### src/rtl/truth_table_sequencer_if.sv
// Bundle between the truth-table sequencer and the two gate implementations
// it exercises: sweep request, the driven vector, both results, and verdict.
interface truth_table_sequencer_if #(
  parameter int N_IN = 2
);
  logic            start;
  logic [N_IN-1:0] vec;
  logic            res_a;
  logic            res_b;
  logic            busy;
  logic            done;
  logic            equal;
  logic [N_IN:0]   mismatch_cnt;
  logic [N_IN-1:0] first_fail;
  logic            fail_valid;

  // Sequencer side: drives the vector and the verdict, samples the results.
  modport master (
    input  start, res_a, res_b,
    output vec, busy, done, equal, mismatch_cnt, first_fail, fail_valid
  );

  // Gate/requester side: issues start, returns results, reads the verdict.
  modport slave (
    output start, res_a, res_b,
    input  vec, busy, done, equal, mismatch_cnt, first_fail, fail_valid
  );
endinterface

### src/rtl/truth_table_sequencer.sv
// Exhaustive equivalence checker for two combinational implementations.
// Walks vec through 0..2^N_IN-1, holds each value SETTLE cycles, samples
// both results for one cycle, and accumulates a mismatch count, the first
// failing vector, and a pass/fail verdict.
module truth_table_sequencer #(
  parameter int N_IN   = 2,
  parameter int SETTLE = 1
) (
  input logic                     clk,
  input logic                     rst_n,
  truth_table_sequencer_if.master bus
);

  typedef enum logic [1:0] {
    S_IDLE,
    S_SETTLE,
    S_SAMPLE,
    S_DONE
  } state_t;

  localparam logic [N_IN-1:0] VEC_LAST = '1;
  localparam logic [N_IN-1:0] VEC_ONE  = 1;
  localparam logic [3:0]      CNT_LAST = 4'(SETTLE - 1);

  state_t          state_q, state_d;
  logic [N_IN-1:0] vec_q, vec_d;
  logic [3:0]      cnt_q, cnt_d;
  logic            busy_q, busy_d;
  logic            done_q, done_d;
  logic            equal_q, equal_d;
  logic [N_IN:0]   mcnt_q, mcnt_d;
  logic [N_IN-1:0] ff_q, ff_d;
  logic            fv_q, fv_d;
  logic            differ;
  logic [N_IN:0]   mcnt_inc;

  // Next-state and datapath updates; everything holds unless a state acts.
  always_comb begin
    state_d  = state_q;
    vec_d    = vec_q;
    cnt_d    = cnt_q;
    busy_d   = busy_q;
    done_d   = done_q;
    equal_d  = equal_q;
    mcnt_d   = mcnt_q;
    ff_d     = ff_q;
    fv_d     = fv_q;
    // Case-inequality so an X/Z result from a gate counts as a failure.
    differ   = (bus.res_a !== bus.res_b);
    mcnt_inc = mcnt_q + {{N_IN{1'b0}}, differ};

    case (state_q)
      S_IDLE, S_DONE: begin
        if (bus.start) begin
          vec_d   = '0;
          cnt_d   = '0;
          mcnt_d  = '0;
          fv_d    = 1'b0;
          ff_d    = '0;
          done_d  = 1'b0;
          equal_d = 1'b0;
          busy_d  = 1'b1;
          state_d = S_SETTLE;
        end
      end
      S_SETTLE: begin
        cnt_d = cnt_q + 4'd1;
        if (cnt_q == CNT_LAST) state_d = S_SAMPLE;
      end
      S_SAMPLE: begin
        mcnt_d = mcnt_inc;
        if (differ && !fv_q) begin
          ff_d = vec_q;
          fv_d = 1'b1;
        end
        if (vec_q == VEC_LAST) begin
          // Last vector: verdict uses the count including this sample.
          state_d = S_DONE;
          busy_d  = 1'b0;
          done_d  = 1'b1;
          equal_d = (mcnt_inc == '0);
        end else begin
          vec_d   = vec_q + VEC_ONE;
          cnt_d   = '0;
          state_d = S_SETTLE;
        end
      end
      default: state_d = S_IDLE;
    endcase
  end

  // State and result registers; reset clears any partial verdict at once.
  always_ff @(posedge clk or negedge rst_n) begin
    if (!rst_n) begin
      state_q <= S_IDLE;
      vec_q   <= '0;
      cnt_q   <= '0;
      busy_q  <= 1'b0;
      done_q  <= 1'b0;
      equal_q <= 1'b0;
      mcnt_q  <= '0;
      ff_q    <= '0;
      fv_q    <= 1'b0;
    end else begin
      state_q <= state_d;
      vec_q   <= vec_d;
      cnt_q   <= cnt_d;
      busy_q  <= busy_d;
      done_q  <= done_d;
      equal_q <= equal_d;
      mcnt_q  <= mcnt_d;
      ff_q    <= ff_d;
      fv_q    <= fv_d;
    end
  end

  assign bus.vec          = vec_q;
  assign bus.busy         = busy_q;
  assign bus.done         = done_q;
  assign bus.equal        = equal_q;
  assign bus.mismatch_cnt = mcnt_q;
  assign bus.first_fail   = ff_q;
  assign bus.fail_valid   = fv_q;

endmodule

### src/flat_wrapper.sv
// flat-port wrapper written by rule: the top's interface ports become plain ports
module truth_table_sequencer_flat 
#(
  parameter int N_IN   = 2,
  parameter int SETTLE = 1
)
  (clk, rst_n, bus_start, bus_res_a, bus_res_b, bus_vec, bus_busy, bus_done, bus_equal, bus_mismatch_cnt, bus_first_fail, bus_fail_valid);
  truth_table_sequencer_if #(.N_IN(N_IN)) bus_i ();
  input logic clk;
  input logic rst_n;
  input wire logic [$bits(bus_i.start)-1:0] bus_start;
  input wire logic [$bits(bus_i.res_a)-1:0] bus_res_a;
  input wire logic [$bits(bus_i.res_b)-1:0] bus_res_b;
  output wire logic [$bits(bus_i.vec)-1:0] bus_vec;
  output wire logic [$bits(bus_i.busy)-1:0] bus_busy;
  output wire logic [$bits(bus_i.done)-1:0] bus_done;
  output wire logic [$bits(bus_i.equal)-1:0] bus_equal;
  output wire logic [$bits(bus_i.mismatch_cnt)-1:0] bus_mismatch_cnt;
  output wire logic [$bits(bus_i.first_fail)-1:0] bus_first_fail;
  output wire logic [$bits(bus_i.fail_valid)-1:0] bus_fail_valid;
  assign bus_i.start = bus_start;
  assign bus_i.res_a = bus_res_a;
  assign bus_i.res_b = bus_res_b;
  assign bus_vec = bus_i.vec;
  assign bus_busy = bus_i.busy;
  assign bus_done = bus_i.done;
  assign bus_equal = bus_i.equal;
  assign bus_mismatch_cnt = bus_i.mismatch_cnt;
  assign bus_first_fail = bus_i.first_fail;
  assign bus_fail_valid = bus_i.fail_valid;
  truth_table_sequencer #(.N_IN(N_IN), .SETTLE(SETTLE)) u_core (.clk(clk), .rst_n(rst_n), .bus(bus_i));
endmodule
### config.mk
export PLATFORM = sky130hd
export DESIGN_NAME = truth_table_sequencer_flat
export DESIGN_NICKNAME = d
export VERILOG_FILES = /design/src/rtl/truth_table_sequencer_if.sv /design/src/rtl/truth_table_sequencer.sv /design/src/flat_wrapper.sv
export SDC_FILE = /design/constraint.sdc
export NUM_CORES = 1
export LEC_CHECK = 0
export BUFFER_PORTS_ARGS = -buffer_cell sky130_fd_sc_hd__clkbuf_2
export CAP_MARGIN = 10
export CORE_ASPECT_RATIO = 0.5
export CORE_UTILIZATION = 30
export CTS_CLUSTER_SIZE = 14
export DETAILED_ROUTE_END_ITERATION = 7
export GPL_ROUTABILITY_DRIVEN = 0
export GPL_TIMING_DRIVEN = 0
export PLACE_DENSITY_LB_ADDON = 0.05
export REMOVE_ABC_BUFFERS = 1
export SLEW_MARGIN = 0
export SYNTH_ARGS = -nofsm -noshare
export SYNTH_HDL_FRONTEND = slang
export SYNTH_SLANG_ARGS = --single-unit
### constraint.sdc
create_clock -name clk -period 2.52 [get_ports clk]
set_input_delay 0.126 -clock clk [delete_from_list [all_inputs] [get_ports clk]]
set_output_delay 0.126 -clock clk [all_outputs]
set_load 0.03 [all_outputs]
==> results.json, run 1 <==
{
  "drtPass1Iterations": 4,
  "grt_pass1_wl_um": 3657,
  "netlist_top_cells_area": "dfrtp_1 (43%), ha_1 (10%), o21ai_0 (6.6%)",
  "outcome": "completed",
  "vias": 781,
  "num-fill-cells": 309,
  "async_reset_ff_share_pct": 100.0,
  "critPathMaxFanout": 17,
  "synth_commonest_cells": "dfrtp_1 (17), o21ai_0 (13), nand2_1 (10)",
  "max_cap_viol_count": 0,
  "cts_tree": "built",
  "final-max-slew-violation-count": 0,
  "postCtsSetupRepairBufs": 0,
  "powerDensity_nw_per_um2": 983.8,
  "wirelength_um": 2105,
  "cts_buffers": 3,
  "clk_latency_ns": 0.26,
  "multi_input_area_um2": 514.2,
  "synth-main-ff-cell": "dfrtp_1",
  "netlist_instances": 98,
  "fin_nets": 127,
  "fin_crit_ns": 1.918,
  "p_leak_nw": 0.5656,
  "ios": 16,
  "postRouteAntennaNets": 0,
  "overflow": 0,
  "die_x_um": 83.28,
  "yosysUniqueCellTypes": 32,
  "relSlewSlack_pct": 62.47,
  "max_freq_ghz": 0.5213,
  "viasPerCell": 5.105,
  "setup.worst_path.end_class": "register",
  "skew_ns": 0.008180,
  "setup_viol": 0,
  "grtUsageTotal_pct": 13.30,
  "finalSetupTns_ns": 0,
  "grt_start_max_net_pins": 18,
  "antennaDiodeCount": 0,
  "ys_ff_latch": 17,
  "htreeDepth": 1,
  "post_drt_wl_per_cell_um": 13.76,
  "drt_iter0_drc": 14,
  "r2r_slack_ns": 0.60,
  "drcViolationCount": 0,
  "hp-class": "in -> reg",
  "final_hold_viol_count": 0,
  "cts_max_path_buffers": 2,
  "crit_arrival_ns": 2.08,
  "die_h_um": 42.64,
  "place_area_um2": 1087,
  "port_buffers": 15,
  "ys_seq_area_share_pct": 42.93,
  "rsz0062_at_grt": "no",
  "synth_top_area_cell": "dfrtp_1",
  "worstSetupPathType": "reg -> reg",
  "area_growth_pct": 15.40,
  "root_buffer": "clkbuf_8",
  "synth_most_common_cell": "dfrtp_1",
  "critPathRequiredTime_ns": 2.68,
  "worst_hold_slack_ns": 0.3040,
  "yosys_warnings": 0,
  "row_count": 14,
  "post_synth.cell_area_avg_um2": 10.11,
  "layout-drive-gt1-share_pct": 19.47,
  "register_area_um2": 425.4,
  "synth_top_area_share_pct": 42.93,
  "startpoint_type": "register",
  "clock_sinks": 17,
  "synth_edf_count": 0,
  "post-route-period-util_pct": 76.13,
  "grt_pass1_vias": 790,
  "syn_area_um2": 991.0,
  "vdd_drop_max_v": 0.0002739,
  "antenna_found_initial": 0,
  "dieArea_um2": 3551,
  "tightest_slew_ns": 0.5630,
  "postLayoutCellArea_um2": 1144,
  "core_um2": 3065,
  "start_util_pct": 32.33,
  "clkTransAtPathRegs_ns": 0.07,
  "dp_hpwl_um": 1581
}
-- kinds of logic (layout without fill, tap and decap cells) --
group,after synthesis,count (layout),share of synthesized area (%)
buffers and inverters,11,26,5.177
AOI/OAI and AO/OA,27,27,17.93
xor gates and xnor gates,1,1,0.8840
DFF,17,17,42.93
adders and majority gates,8,8,10.10
and+or+nand+nor,28,28,16.79
muxes,6,6,6.187
-- power by group --
group | leakage (nW) | switching (W) | internal (W)
Combinational | 0.315 | 0.000318 | 0.000200
Clock | 0.0255 | 0.0000989 | 0.000110
Sequential | 0.225 | 0.0000595 | 0.000339
Total | 0.566 | 0.000476 | 0.000649
-- path summary, 6_finish.rpt --
path | startpoint | end | cells after the start
max | u_core.state_q[0] | u_core.bus.equal | 5
min | bus_start | u_core.bus.busy | 3
max reg2reg | u_core.state_q[0] | u_core.bus.equal | 5
min reg2reg | u_core.bus.busy | u_core.bus.busy | 1
max in group asynchronous | rst_n | u_core.state_q[0] | 2
min in group asynchronous | rst_n | u_core.bus.vec[0] | 2
-- flip-flops by register name, indices dropped and copies added, names as in the netlist --
| name | count |
|---|---|
| u_core.cnt_q | 4 |
| u_core.bus.mismatch_cnt | 3 |
| u_core.bus.first_fail | 2 |
| u_core.bus.vec | 2 |
| u_core.state_q | 2 |
| u_core.bus.busy | 1 |
| u_core.bus.done | 1 |
| u_core.bus.equal | 1 |
| u_core.bus.fail_valid | 1 |
-- final cells by class --
type / count / area share (%)
tap: 40 / 4.376
timing repair buffer: 16 / 7.440
clock inverter: 1 / 0.4376
clock buffer: 3 / 3.610
inverter: 6 / 1.969
multi-input combinational: 70 / 44.97
sequential: 17 / 37.20
-- through the flow --
stage	instances	utilization (%)	power (W)	setup WS, ns
after floorplan	93	-	0.0007823	0.8730
after global placement	148	35.47	0.0009063	0.5742
after detailed placement	148	35.47	0.0009241	0.5968
after CTS	153	37.31	0.001142	0.5877
after global routing	153	37.31	0.001222	0.3933
final	153	37.31	0.001125	0.6016
-- timing repair --
| item | CTS | global route |
|---|---|---|
| hold buffers | 1 | 0 |
| endpoints found under the hold margin | 17 | 0 |
| gates resized for setup | 0 | 0 |
-- critical path, stage by stage (launching register included) --
cell and delay, ns:
dfrtp_1 0.40, inv_1 0.08, ha_1 0.51, nand2_1 0.22, or3_1 0.43, o41ai_2 0.19
-- layout by cell type, fill, tap and decap left out --
| cell type | n |
|---|---|
| nand2b_1 | 2 |
| or2_0 | 1 |
| or3b_1 | 1 |
| and2_1 | 1 |
| o41ai_2 | 1 |
| clkinv_2 | 1 |
| a22o_1 | 2 |
| nand4_1 | 1 |
| o21ai_0 | 13 |
| xor2_1 | 1 |
| a32o_1 | 2 |
| inv_1 | 6 |
| nand3b_1 | 2 |
| dfrtp_1 | 17 |
| clkbuf_2 | 15 |
| or3_1 | 1 |
| nor2_1 | 1 |
| and3_1 | 1 |
| mux2_2 | 1 |
| dlygate4sd3_1 | 1 |
| nor2b_4 | 1 |
| a21oi_1 | 4 |
| ha_1 | 8 |
| nor2b_1 | 4 |
| o211ai_1 | 2 |
| a221oi_1 | 1 |
| nand2_1 | 10 |
| o2bb2ai_1 | 1 |
| o22ai_1 | 1 |
| mux2i_1 | 5 |
| and4b_1 | 1 |
| nand4b_1 | 1 |
| clkbuf_8 | 3 |
-- routing by layer --
layer | up-vias | wire (um) | GRT usage [%]
met2 | 20 | 912 | 20.33
li1 | 379 | - | -
met3 | 2 | 118 | 5.315
met1 | 380 | 1068 | 18.17
met5 | - | 0 | 0
met4 | 0 | 6 | 1.724
(Power assumes the default switching activity.)
==> run 2: changes to the inputs <==
Clock period 2.52 ns to 1.7 ns, I/O delays scaled along.
==> run 2 against run 1 <==
  * Global-route usage unchanged
  * Sequential cell count unchanged
  * Sequential share of layout area decreased by 2.2 points
  * Clock power increased by 48%
  * Final area increased by 6.2%
  * Cell count increased by 3.3%
  * Critical endpoint unchanged
  * First-iteration DRC count decreased by 7.1%
  * Power increased by 58%
  * Largest cell class unchanged
  * Setup slack got worse by 0.49 ns
  * Critical path depth unchanged
==> results.json, run 2 (synthesis gave the netlist of run 1 again) <==
{
  "antenna_found_initial": 0,
  "grt_start_max_net_pins": 18,
  "crit_arrival_ns": 1.75,
  "tightest_slew_ns": 0.4553,
  "cts_max_path_buffers": 2,
  "critPathMaxFanout": 9,
  "utilization_pct": 39.63,
  "drtPass1Iterations": 4,
  "met1Wirelength_um": 1106,
  "routed.top_layer": "met4",
  "relSlewSlack_pct": 69.65,
  "post_drt_wl_per_cell_um": 13.72,
  "area_growth_pct": 22.60,
  "die_x_um": 83.28,
  "hp-class": "in -> reg",
  "drcViolationCount": 0,
  "setup_slack_ns": 0.1160,
  "critPathRequiredTime_ns": 1.86,
  "worst_hold_slack_ns": 0.2805,
  "top_register": "u_core.cnt_q",
  "placed_cells_incl_taps": 148,
  "p_leak_nw": 0.5890,
  "dp_hpwl_um": 1581,
  "worstSetupPathType": "reg -> reg",
  "crit_family": "simple AND/OR/NAND/NOR gates",
  "cts_buffers": 3,
  "core_um2": 3065,
  "port_buffers": 15,
  "root_buffer": "clkbuf_8",
  "powerDensity_nw_per_um2": 1463,
  "r2r_slack_ns": 0.12,
  "vdd_drop_max_v": 0.0004368,
  "outcome": "completed",
  "final-max-slew-violation-count": 0,
  "worstPathCellList": "inv_1 > ha_4 > nor2b_4 > or3_4 > o41ai_2",
  "htreeDepth": 1,
  "grt_pass1_wl_um": 3657,
  "startpoint_type": "register",
  "ios": 16,
  "layout-drive-gt1-share_pct": 26.27,
  "setup_viol": 0,
  "dieArea_um2": 3551,
  "row_count": 14,
  "crit_path_top_delay_cell": "dfrtp_1",
  "finalNonFillerCells": 158,
  "postRouteAntennaNets": 0,
  "vias": 798,
  "largest_reg_flops": 4,
  "dr_wl_met2_um": 941,
  "final_cell_mix": "dfrtp_1 (17), clkbuf_2 (15), o21ai_0 (13), nand2_1 (10)",
  "grt_pass1_vias": 790,
  "skew_ns": 0.006442,
  "final_common_cell": "dfrtp_1",
  "wirelength_um": 2168,
  "die_h_um": 42.64,
  "wl_met3_um": 114,
  "antennaDiodeCount": 0,
  "cts_tree": "built",
  "viasPerCell": 5.051,
  "dpl_worst_slack_ns": -0.2232,
  "fin_crit_ns": 1.584,
  "max_cap_viol_count": 0,
  "clkTransAtPathRegs_ns": 0.07,
  "grtUsageTotal_pct": 13.30,
  "fin_nets": 132,
  "crit_buf_inv": 1,
  "final_hold_viol_count": 0,
  "overflow": 0,
  "max_freq_ghz": 0.6313,
  "clock_sinks": 17,
  "drt_iter0_drc": 13,
  "post-route-period-util_pct": 93.18,
  "start_util_pct": 32.33,
  "setup.worst_path.end_class": "register",
  "cpPeakStageDelay_ns": 0.40,
  "clk_latency_ns": 0.26
}
==> run 2: cell types whose count changed in the layout (fill, tap and decap cells not counted) <==
| cell | change |
|---|---|
| mux2i_1 | -1 |
| buf_4 | +5 |
| or3_4 | +1 |
| ha_4 | +2 |
| ha_1 | -2 |
| or3_1 | -1 |
| mux2i_2 | +1 |
==> run 2: worst register-to-register path, cell delays in order, from the launching register on <==
cell     delay (ns)
dfrtp_1        0.40
inv_1          0.11
ha_4           0.24
nor2b_4        0.16
or3_4          0.40
o41ai_2        0.19
==> run 2: path summary, 6_finish.rpt <==
path	cells past startpoint	start	end
max in group asynchronous	2	rst_n	u_core.state_q[0]
min in group asynchronous	2	rst_n	u_core.bus.vec[0]
hold / removal	3	bus_start	u_core.bus.busy
setup reg to reg	5	u_core.state_q[0]	u_core.bus.equal
hold reg to reg	1	u_core.bus.busy	u_core.bus.busy
setup / recovery	5	u_core.state_q[0]	u_core.bus.equal
==> run 2: power breakdown <==
group	leakage (nW)	switching, W	internal [W]	total [W]
clock	0.0255	0.000146	0.000163	0.000309
combinational	0.339	0.000492	0.000374	0.000865
sequential	0.225	0.000101	0.000503	0.000603
==> run 2: layout make-up <==
type	instances	area (um2)
well taps	40	50.05
inverters	6	22.52
flip-flops and latches	17	425.4
repair buffers	21	122.6
fillers	303	1851
multi-input cells	70	548.0
clock buffers	3	41.29
clock inverters	1	5.005
==> run 2: routing by layer <==
layer / up-vias / global-route usage, %
met5: - / 0
met2: 16 / 20.33
met1: 390 / 18.17
met4: 0 / 1.724
met3: 2 / 5.315
li1: 390 / -
==> run 2: timing repair <==
item / 4_1_cts / 5_1_grt
gates resized for setup: 2 / 4
setup endpoints to repair: 4 / 3
pin swaps: 0 / 1
hold buffers: 1 / 0
setup buffers: 0 / 5
endpoints found under the hold margin: 17 / 0
==> run 2: through the flow <==
step / TNS, ns / total power, W / area [um2]
after floorplan: 0 / 0.001160 / 962.2
after global placement: -0.2935 / 0.001343 / 1087
after detailed placement: -0.2393 / 0.001370 / 1087
after CTS: 0 / 0.001735 / 1156
after global routing: -0.001825 / 0.001925 / 1215
final: 0 / 0.001777 / 1215
